File: config.mk
export PLATFORM = sky130hd
export DESIGN_NAME = mmio_hub
export DESIGN_NICKNAME = d
export VERILOG_FILES = /design/src/rtl/mmio_pkg.sv /design/src/rtl/dot_fifo.sv /design/src/rtl/mmio_hub.sv
export SDC_FILE = /design/constraint.sdc
export NUM_CORES = 1
export LEC_CHECK = 0
export CELL_PAD_IN_SITES_DETAIL_PLACEMENT = 1
export CELL_PAD_IN_SITES_GLOBAL_PLACEMENT = 1
export CORE_ASPECT_RATIO = 1.5
export CORE_MARGIN = 2
export CORE_UTILIZATION = 43
export DETAILED_ROUTE_END_ITERATION = 16
export PLACE_DENSITY_LB_ADDON = 0.3
export RECOVER_POWER = 100
export SLEW_MARGIN = 20
export SYNTH_ARGS = -nofsm -noshare
export SYNTH_HDL_FRONTEND = slang
export SYNTH_SLANG_ARGS = --single-unit
export TNS_END_PERCENT = 1
File: constraint.sdc
create_clock -name clock -period 8.2 [get_ports clock]
set_input_delay 2.46 -clock clock [delete_from_list [all_inputs] [get_ports clock]]
set_output_delay 2.46 -clock clock [all_outputs]
set_load 0.05 [all_outputs]
File: src/rtl/mmio_pkg.sv
// Shared constants and types for the MMIO hub: default address map, LFSR seed/taps,
// generation-counter wrap value and the default dot FIFO entry layout.
package mmio_pkg;

  localparam int RNG_ADDR_DEF = 99;
  localparam int GEN_ADDR_DEF = 98;
  localparam int DOT_BASE_DEF = 100;

  localparam logic [31:0] LFSR_SEED = 32'hACE1_0001;
  // Galois taps for x^32 + x^22 + x^2 + x + 1
  localparam logic [31:0] LFSR_TAPS = 32'h8020_0003;

  localparam logic [13:0] GEN_WRAP = 14'd9999;

  localparam int DOT_ID_W  = 9;
  localparam int DOT_LOC_W = 32;

  typedef struct packed {
    logic                 is_y;
    logic [DOT_ID_W-1:0]  id;
    logic [DOT_LOC_W-1:0] loc;
  } dot_entry_t;

  function automatic logic [31:0] lfsr_step(input logic [31:0] s);
    return s[0] ? ((s >> 1) ^ LFSR_TAPS) : (s >> 1);
  endfunction

endpackage

File: src/rtl/dot_fifo.sv
// Synchronous first-word-fall-through FIFO; the head entry is visible whenever not empty.
// Pointers carry one extra wrap bit to tell full from empty.
module dot_fifo #(
  parameter int  DEPTH = 8,
  parameter type T     = logic [7:0]
) (
  input  logic clock,
  input  logic reset,
  input  logic push,
  input  T     push_data,
  input  logic pop,
  output T     head,
  output logic full,
  output logic empty
);
  localparam int AW = $clog2(DEPTH);

  logic [AW:0] wr_ptr_q, wr_ptr_d, rd_ptr_q, rd_ptr_d;
  T            mem_q [DEPTH];
  logic        do_push, do_pop;

  assign empty   = (wr_ptr_q == rd_ptr_q);
  assign full    = (wr_ptr_q[AW] != rd_ptr_q[AW]) && (wr_ptr_q[AW-1:0] == rd_ptr_q[AW-1:0]);
  // A pop on a full FIFO frees the slot being written in the same cycle.
  assign do_push = push && (!full || pop);
  assign do_pop  = pop && !empty;
  assign head    = mem_q[rd_ptr_q[AW-1:0]];

  always_comb begin
    wr_ptr_d = wr_ptr_q;
    rd_ptr_d = rd_ptr_q;
    if (do_push) wr_ptr_d = wr_ptr_q + 1'b1;
    if (do_pop)  rd_ptr_d = rd_ptr_q + 1'b1;
  end

  always_ff @(posedge clock) begin
    if (!reset) begin
      wr_ptr_q <= '0;
      rd_ptr_q <= '0;
    end else begin
      wr_ptr_q <= wr_ptr_d;
      rd_ptr_q <= rd_ptr_d;
    end
  end

  always_ff @(posedge clock) begin
    if (do_push) mem_q[wr_ptr_q[AW-1:0]] <= push_data;
  end

endmodule

File: src/rtl/mmio_hub.sv
// Processor MMIO decode: LFSR random read, generation counter, dot FIFO toward VGA, RAM pass-through.
// The LFSR and its address decode exist only when MMIO_HUB_RNG_EN is defined.
module mmio_hub
  import mmio_pkg::*;
#(
  parameter int ADDR_W     = 12,
  parameter int DATA_W     = 32,
  parameter int NUM_DOTS   = 450,
  parameter int DOT_BASE   = DOT_BASE_DEF,
  parameter int RNG_ADDR   = RNG_ADDR_DEF,
  parameter int GEN_ADDR   = GEN_ADDR_DEF,
  parameter int FIFO_DEPTH = 8
) (
  input  logic                        clock,
  input  logic                        reset,
  input  logic [ADDR_W-1:0]           proc_addr,
  input  logic [DATA_W-1:0]           proc_wdata,
  input  logic                        proc_wren,
  output logic [DATA_W-1:0]           proc_rdata,
  input  logic [DATA_W-1:0]           ram_rdata,
  output logic                        ram_wren,
  output logic                        dot_valid,
  input  logic                        dot_ready,
  output logic                        dot_is_y,
  output logic [$clog2(NUM_DOTS)-1:0] dot_id,
  output logic [DATA_W-1:0]           dot_loc,
  output logic [13:0]                 gen_count,
  output logic                        fifo_ovf
);
  localparam int ID_W = $clog2(NUM_DOTS);

  typedef struct packed {
    logic              is_y;
    logic [ID_W-1:0]   id;
    logic [DATA_W-1:0] loc;
  } entry_t;

  logic [31:0] addr_w;
  logic        sel_rng, sel_gen, sel_dot, sel_ram, in_dot, upper;
  logic        dot_push, dot_pop, fifo_full, fifo_empty;
  entry_t      push_entry, head;
  logic [13:0] gen_q, gen_d;
  logic        ovf_q, ovf_d;

  assign addr_w = 32'(proc_addr);

`ifdef MMIO_HUB_RNG_EN
  logic [31:0] lfsr_q;
  assign sel_rng = (addr_w == 32'(RNG_ADDR));

  always_ff @(posedge clock) begin
    if (!reset) lfsr_q <= LFSR_SEED;
    else        lfsr_q <= lfsr_step(lfsr_q);
  end
`else
  assign sel_rng = 1'b0;
`endif

  assign in_dot  = (addr_w >= 32'(DOT_BASE)) && (addr_w < 32'(DOT_BASE + 2 * NUM_DOTS));
  assign upper   = (addr_w >= 32'(DOT_BASE + NUM_DOTS));
  assign sel_gen = !sel_rng && (addr_w == 32'(GEN_ADDR));
  assign sel_dot = !sel_rng && !sel_gen && in_dot;
  assign sel_ram = !sel_rng && !sel_gen && !sel_dot;

  assign ram_wren = proc_wren && sel_ram;
  assign dot_push = proc_wren && sel_dot;
  assign dot_pop  = dot_valid && dot_ready;

  always_comb begin
    push_entry.is_y = upper;
    push_entry.id   = upper ? ID_W'(addr_w - 32'(DOT_BASE + NUM_DOTS))
                            : ID_W'(addr_w - 32'(DOT_BASE));
    push_entry.loc  = proc_wdata;
  end

  always_comb begin
    proc_rdata = ram_rdata;
    if (sel_gen) proc_rdata = DATA_W'(gen_q);
`ifdef MMIO_HUB_RNG_EN
    if (sel_rng) proc_rdata = DATA_W'(lfsr_q);
`endif
  end

  always_comb begin
    gen_d = gen_q;
    if (proc_wren && sel_gen) begin
      if (proc_wdata[31])       gen_d = '0;
      else if (gen_q == GEN_WRAP) gen_d = '0;
      else                      gen_d = gen_q + 14'd1;
    end
    ovf_d = ovf_q | (dot_push && fifo_full && !dot_pop);
  end

  always_ff @(posedge clock) begin
    if (!reset) begin
      gen_q <= '0;
      ovf_q <= 1'b0;
    end else begin
      gen_q <= gen_d;
      ovf_q <= ovf_d;
    end
  end

  dot_fifo #(
    .DEPTH (FIFO_DEPTH),
    .T     (entry_t)
  ) u_dot_fifo (
    .clock     (clock),
    .reset     (reset),
    .push      (dot_push),
    .push_data (push_entry),
    .pop       (dot_pop),
    .head      (head),
    .full      (fifo_full),
    .empty     (fifo_empty)
  );

  assign dot_valid = !fifo_empty;
  assign dot_is_y  = head.is_y;
  assign dot_id    = head.id;
  assign dot_loc   = head.loc;
  assign gen_count = gen_q;
  assign fifo_ovf  = ovf_q;

endmodule

# [After elaboration in Yosys (flattened, before gate mapping)]
# Memories as Yosys holds them, arrays and structs flattened. A register that Yosys moved wholly into a read port is not among the register bits.
# Index checks and enable logic that the tools add are counted.
# Widths: inputs -> output; s select.
[classes] reduce_logical=18 addsub=5 n_lt_le_gt_ge=3 eq_ne=5 bitwise_logic=1 mux=8
[ops] op="$mux 32" count=1
[ops] op="$mux 14" count=2
[ops] op="$add 14x1->14 const B" count=1
[ops] op="$eq 14x14->1 const B" count=1
[ops] op="$eq 12x7->1 const B" count=1
[ops] op="$ge 12x10->1 const B" count=1
[ops] op="$ge 12x7->1 const B" count=1
[ops] op="$logic_and 1x1->1" count=12
[ops] op="$lt 12x10->1 const B" count=1
[ops] op="$mux 9" count=1
[ops] op="$sub 9x6->9 const B" count=1
[ops] op="$sub 9x7->9 const B" count=1
[ops] op="$add 4x1->4 const B" count=2
[ops] op="$mux 3" count=2
[ops] op="$logic_not 1->1" count=5
[ops] op="$eq 4x4->1" count=1
[ops] op="$eq 3x3->1" count=1
[ops] op="$mux 1" count=2
[ops] op="$logic_or 1x1->1" count=1
[ops] op="$ne 1x1->1" count=1
[ops] op="$or 1x1->1" count=1
[totals] regBits=23 mem_bits_rw=336 out_inout_bits=91 memories=1 input_bits=80
[memory_table] memory="u_dot_fifo.mem_q" depth=8 width=42 read_ports=1 rd_clocked_by_memory_dff=1 write_ports=1 line_no="dot_fifo.sv:19" source="T mem_q [DEPTH];"

# [Logic depth before layout (Yosys ltp)]
# Gate-level depths: netlist of the first run.
[logic_depth] ltp_word=7 ltp_mapped=9

# [Cells and area by module]
# From an unflattened synthesis of the first run, not the netlist that was laid out.
[unflattened] hier_cells=767 area_unflattened_um2=14625.3
[by_module_without_submodules] module="dot_fifo" cells_per_inst=556 instances=1 area_each_um2=13186.4
[by_module_without_submodules] module="mmio_hub" cells_per_inst=211 instances=1 area_each_um2=1438.9

# [Least setup slack after synthesis of the first run]
# Ideal clock, no wire load.
[synth_path] kind="input -> register" start="input port proc_addr[2]" end="memory u_dot_fifo.mem_q[1][0] (netlist bit) (enable)" setup_ns=0.562 setup_slack_ns=-0.239 cell_stages=7 required_time_ns=7.638 t_arrival_ns=7.878 cell_sequence="inv_1 -> ha_1 -> and4bb_2 -> nand4b_1 -> o2111ai_2 -> nand2b_4 -> nor4b_1"
[synth_via] elab_chain_cells=7
[synth_rtl] element="start: declaration" line_no="mmio_hub.sv:16" source="input logic [ADDR_W-1:0] proc_addr,"
[synth_rtl] element="$ge 12x7->1, or another cell as far along" line_no="mmio_hub.sv:59" source="assign in_dot = (addr_w >= 32'(DOT_BASE)) && (addr_w < 32'(DOT_BASE + 2 * NUM_DOTS));"
[synth_rtl] element="$logic_and 1x1->1 or $logic_not 1->1 (tied branches)" line_no="mmio_hub.sv:59, mmio_hub.sv:62"
[synth_rtl] element="$logic_and 1x1->1 *" line_no="mmio_hub.sv:62" source="assign sel_dot = !sel_rng && !sel_gen && in_dot;"
[synth_rtl] element="$logic_and 1x1->1 *" line_no="mmio_hub.sv:66" source="assign dot_push = proc_wren && sel_dot;"
[synth_rtl] element="$logic_and 1x1->1 *" line_no="dot_fifo.sv:25" source="assign do_push = push && (!full || pop);"
[synth_rtl] element="$mux 1 *" line_no="dot_fifo.sv:47" source="if (do_push) mem_q[wr_ptr_q[AW-1:0]] <= push_data;"
[synth_rtl] element="$mux 1 (not written as such) *" line_no="dot_fifo.sv:47"
[synth_rtl] element="end: declaration" line_no="dot_fifo.sv:19"
# Every way passes the cells marked *; elsewhere a longest branch is shown, timed or not.

# [Worst setup path in the final report of the first run]
[layout_path] start="input port proc_addr[3]" end="output port proc_rdata[5]"
[layout_via] elab_chain_cells=2
[layout_rtl] element="$eq 12x7->1" line_no="mmio_hub.sv:61" source="assign sel_gen = !sel_rng && (addr_w == 32'(GEN_ADDR));"
[layout_rtl] element="$mux 32" line_no="mmio_hub.sv:78" source="if (sel_gen) proc_rdata = DATA_W'(gen_q);"
[layout_rtl] element="end: declaration" line_no="mmio_hub.sv:19" source="output logic [DATA_W-1:0] proc_rdata,"
# No other way between the ends.

==> results of run 1 <==
[power by group]
group	total [mW]	switching [mW]	internal (mW)
Sequential	2.05	0.0196	2.03
Clock	1.59	0.642	0.943
Combinational	0.372	0.211	0.161
[stage by stage]
stage          power (mW)  hold slack [ps]  area (µm²)  std cells
3_3_place_gp         2.48              456       16900       1332
2_1_floorplan        2.34              455       14600        757
4_1_cts              4.06              486       18000       1389
3_5_place_dp         2.49              466       16900       1332
6_report             4.01              475       17900       1391
5_1_grt              4.13              509       17900       1391
[cell usage after synthesis, types with 2 or more instances]
cell type,number
edfxtp_1,336
mux4_2,84
nand2_1,55
mux2_2,43
dfxtp_1,26
and2_1,24
nor2_1,21
clkbuf_1,20
xor2_1,13
buf_2,12
xnor2_1,11
nand4_1,10
nand3_1,9
and3_1,8
mux2i_1,8
ha_1,7
o21ai_0,7
buf_1,5
nand2b_1,5
a21boi_0,4
a21oi_1,4
inv_1,4
or3_1,4
and4b_1,3
and4bb_2,3
nor4b_1,3
a31oi_1,2
a41oi_1,2
nor2b_1,2
nor3_1,2
[routing by layer]
layer  track usage (%)  vias up  routed length [µm]
met4              5.12        0                 646
met1              22.0     3909               12800
li1                  -     3401                   -
met5                 0        -                   0
met2              33.5      224               16500
met3              3.68       45                1720
[critical path, stage by stage]
cell             delay [ps]
clkdlybuf4s50_1         570
inv_1                   110
ha_1                    200
and4bb_2                230
nand4b_1                460
clkbuf_2                370
nand2_1                  80
nand2_1                  60
dlygate4sd3_1           870
[sequential cells by signal (all words and copies together), names as in the netlist, named ones only]
signal               flops
u_dot_fifo.wr_ptr_q      4
u_dot_fifo.rd_ptr_q      4
fifo_ovf                 1
u_dot_fifo.mem_q       336
gen_count               14
[worst paths after layout]
kind / cells past startpoint / slack (ps) / from / end
hold reg to reg: 1 / 480 / fifo_ovf / fifo_ovf
setup / recovery: 9 / 300 / proc_addr[3] / proc_rdata[5]
setup reg to reg: 5 / 4420 / u_dot_fifo.wr_ptr_q[0] / u_dot_fifo.mem_q[2][20]
hold / removal: 1 / 480 / fifo_ovf / fifo_ovf
[area by class of cell]
| class | count | share of cell area, % |
|---|---|---|
| clock inverter | 24 | 1.82 |
| antenna | 2 | 0.0280 |
| inverter | 4 | 0.0840 |
| multi-input combinational | 352 | 21.2 |
| clock buffer | 33 | 4.38 |
| timing repair buffer | 194 | 10.1 |
| sequential | 362 | 59.4 |
| tap | 420 | 2.94 |
[kinds of logic (layout without fill, tap and decap cells)]
family	after synthesis	count (layout)	share of synthesized area [%]
xor+xnor	24	24	1.44
simple gates	159	159	5.90
compound gates	27	27	1.35
buf+inv	43	255	1.28
fa+ha+maj	7	7	0.599
mux	135	135	16.8
flops	362	362	72.6
other cells	0	2	0
==> out/metrics.cfg, run 1 <==
[status]
outcome=finished with violations
violations=max-capacitance violations, max-slew violations

[cells_and_area]
nets=1032
area_growth_pct=22.3
finalCoreUtilization_pct=53.4
seq_area_um2=10600
layout_common_cells=336 x edfxtp_1, 109 x dlygate4sd3_1, 84 x mux4_2
drive_gt1_share_pct=20.0
mostFrequentLayoutCell=edfxtp_1
multi_input_comb_area_um2=3790
fill_cells=3056

[grt]
grt_overflow=0
antenna_found_initial=4
grt_pass1_wl_um=49700
grt_max_degree=54
grtUsageTotal_pct=18.3
grt_pass1_vias=8621

[critical_path]
crit_fanout=22
cp_data_required_time_ps=5740
cp-end-kind=primary output
timing.setup.critical_path_class=in -> out
start_kind=primary input
worstPathArrival_ps=5440

[yosys]
synth_edf_count=336
syn_nets=844
syn_area_um2=14600
ys_seq_area_share_pct=72.6
yosysUniqueCellTypes=50
synth_top_cells_by_area=edfxtp_1 69%, mux4_2 13%, dfxtp_1 3.6%, mux2_2 3.3%, nand2_1 1.4%
synth.ff_latch_count=362
netlist.area_leader.share_pct=69.1
syn_inst=757
synthArstFlopShare_pct=0
synth_top_cell_by_area=edfxtp_1
ys.flop_type=edfxtp_1
syn_avg_cell_area_um2=19.3
ys_warn_count=0

[die]
die_w_um=155
io_pins=171
core_um2=33400
dieArea_um2=35500
num_rows=82
start_util_pct=43.7
dieHeight_um=230

[pwr]
vdd_ir_drop_max_mv=0.142
power_density_nw_per_um2=224
p_leak_nw=5.72

[placed_design]
post-dp-hpwl_um=19600
gp_congestion=0.729
port_buffers=170
pre_cts_ws_ps=352

[cts]
ctsHtreeMaxLevel=1
insertion_delay_ps=560
path_clk_slew_ps=70
postCtsSetupBuffers=0
cts_made_buffers=31
cts_tree=built
cts_resized=0
cts-root-buf=clkbuf_16
hold_buffers=0
clock_path_buffers=3
cts.sinks=362

[drt]
wl_per_cell_um=22.8
wl_um=31700
firstDrtPassIters=4
num_vias=7579
drc=0
viasPerCell=5.45
first_iter_violations=380
final_antenna_net_count=0

[sta]
layout_setup_ws_ps=301
post-route-period-util_pct=96.3
slew_viol_final=247
rsz0062_at_grt=no
finalSetupViolations=0
skew_ps=9.19
slew_headroom_pct=-86.1
finalHoldViolCount=0
clock.fmax_mhz=127
post-route-min-period_ps=7900
max_slew.worst_pin.slew_ps=2790
finalSetupTns_ps=0

[flow_run]
cap_violations=8

[worst_hold_path]
hp-class=reg -> reg

Power figures use the tool's default switching activity.
==> inputs of run 2 (changes only) <==
GPL_ROUTABILITY_DRIVEN = 0   (was unset)
==> results of run 2 <==
The final DEF is identical to that of run 1; final timing and power are the same.
==> inputs of run 3 (changes only) <==
ABC_CLOCK_PERIOD_IN_PS = 8880   (was unset)
CORE_UTILIZATION = 48   (was 43)
clock period = 8.88 ns   (was 8.2 ns; I/O delays follow)
==> out/metrics.cfg, run 3 (synthesis results as in run 1) <==
[cts]
clock_path_buffers=3
cts_made_buffers=31
cts_tree=built
cts_resized=0
path_clk_slew_ps=60
cts.sinks=362
cts-root-buf=clkbuf_16
insertion_delay_ps=570
hold_buffers=0
ctsHtreeMaxLevel=1
postCtsSetupBuffers=0

[sta]
skew_ps=14.8
worst_hold_slack_ps=480
post-route-min-period_ps=8360
rsz0062_at_grt=no
finalSetupViolations=0
clock.fmax_mhz=120
finalSetupTns_ps=0
max_slew.worst_pin.slew_ps=2920
finalHoldViolCount=0
slew_viol_final=272
layout_setup_ws_ps=515
post-route-period-util_pct=94.2
slew_headroom_pct=-95.0

[critical_path]
cp_top_family=buffers and inverters
cp_data_required_time_ps=6220
crit_path_cell_trace=dlygate4sd3_1 > inv_1 > ha_1 > and4bb_2 > nand4b_1 > clkbuf_2 > nand2_1 > nand2_1 > dlygate4sd3_1
cp_slowest_stage_delay_ps=880
timing.setup.critical_path_class=in -> out
start_kind=primary input
crit_slowest_cell=dlygate4sd3_1
crit_fanout=21
cp-end-kind=primary output
worstPathArrival_ps=5700
crit_buf_inv=4

[grt]
grt_pass1_vias=8439
grtUsageTotal_pct=20.4
grt_overflow=0
grt_pass1_wl_um=49600
antenna_found_initial=3
grt_max_degree=49

[status]
outcome=finished with violations
violations=max-capacitance violations, max-slew violations

[drt]
num_vias=7644
first_iter_violations=456
drc=0
wl_per_cell_um=23.4
final_antenna_net_count=0
firstDrtPassIters=4
viasPerCell=5.58
wl_um=32000

[flow_run]
cap_violations=11

[pwr]
p_sw_share_pct=22.6
pwr-share-clk_pct=36.3
power_frac_seq_pct=53.9
p_leak_nw=5.63
power_mw=3.52
vdd_ir_drop_max_mv=0.133
p_sw_mw=0.797
power_density_nw_per_um2=199
internal_power_mw=2.72
power_frac_comb_pct=9.8

[die]
num_rows=78
die_w_um=146
dieArea_um2=31900
core_um2=30200
io_pins=171
dieHeight_um=218
start_util_pct=48.5

[cells_and_area]
mostFrequentLayoutCell=edfxtp_1
layout_common_cells=336 x edfxtp_1, 123 x dlygate4sd3_1, 84 x mux4_2
design_area_um2=17700
drive_gt1_share_pct=19.1
area_growth_pct=20.9
nets=1030
largest_register_ff_count=336

[placed_design]
post-dp-hpwl_um=20100
place_area_um2=16900
port_buffers=170
pre_cts_ws_ps=694

[worst_hold_path]
hp-class=reg -> reg

## run 3: changes by cell type in the layout (fill, tap and decap cells not counted), sizes merged
cell / delta
clkinvlp: +1
bufinv: -7
clkinv: -3
dlygate4sd3: +14
clkbuf: +7
clkdlybuf4s50: -14
## run 3: power by group through the flow
stage	Sequential, mW	Clock (mW)	Combinational, mW
6_report	1.90	1.28	0.345
5_1_grt	1.90	1.36	0.367
4_1_cts	1.90	1.30	0.363
3_5_place_dp	1.94	0	0.361
3_3_place_gp	1.93	0	0.355
2_1_floorplan	1.92	0	0.239
## run 3: worst reg2reg max path, stage by stage, from the launching register on
cell and delay, ps:
dfxtp_1 590, xnor2_1 160, nand4_1 210, nor3b_1 1480
clkbuf_1 1330
## run 3: cell type report
class                   count  area, µm²
fillers                  2663      12500
well taps                 400        500
inverters                   4       15.0
clock buffers              42        847
clock inverters            15        103
flip-flops and latches    362      10600
repair buffers            192       1800
diodes                      2       5.00
multi-input cells         352       3780
## run 3: through the flow
step | instances | util [%]
finish | 1369 | 58.6
CTS | 1367 | 59.0
detailed placement | 1310 | 55.9
floorplan | 757 | -
global route | 1369 | 58.6
global placement | 1310 | 55.9
## run 3: worst paths after layout
path | end | startpoint | cells past startpoint | slack [ps]
setup / recovery | proc_rdata[9] | proc_addr[2] | 9 | 520
hold / removal | fifo_ovf | fifo_ovf | 1 | 480
setup reg to reg | u_dot_fifo.mem_q[7][10] | u_dot_fifo.wr_ptr_q[0] | 4 | 4670
hold reg to reg | fifo_ovf | fifo_ovf | 1 | 480
## run 3: layer usage
| metal | GRT usage, % | part of all wire [%] | vias up |
|---|---|---|---|
| met3 | 3.51 | 5.3 | 59 |
| met1 | 25.6 | 39 | 3935 |
| met5 | 0 | 0.050 | - |
| met2 | 36.4 | 53 | 248 |
| li1 | - | - | 3400 |
| met4 | 6.21 | 2.6 | 2 |
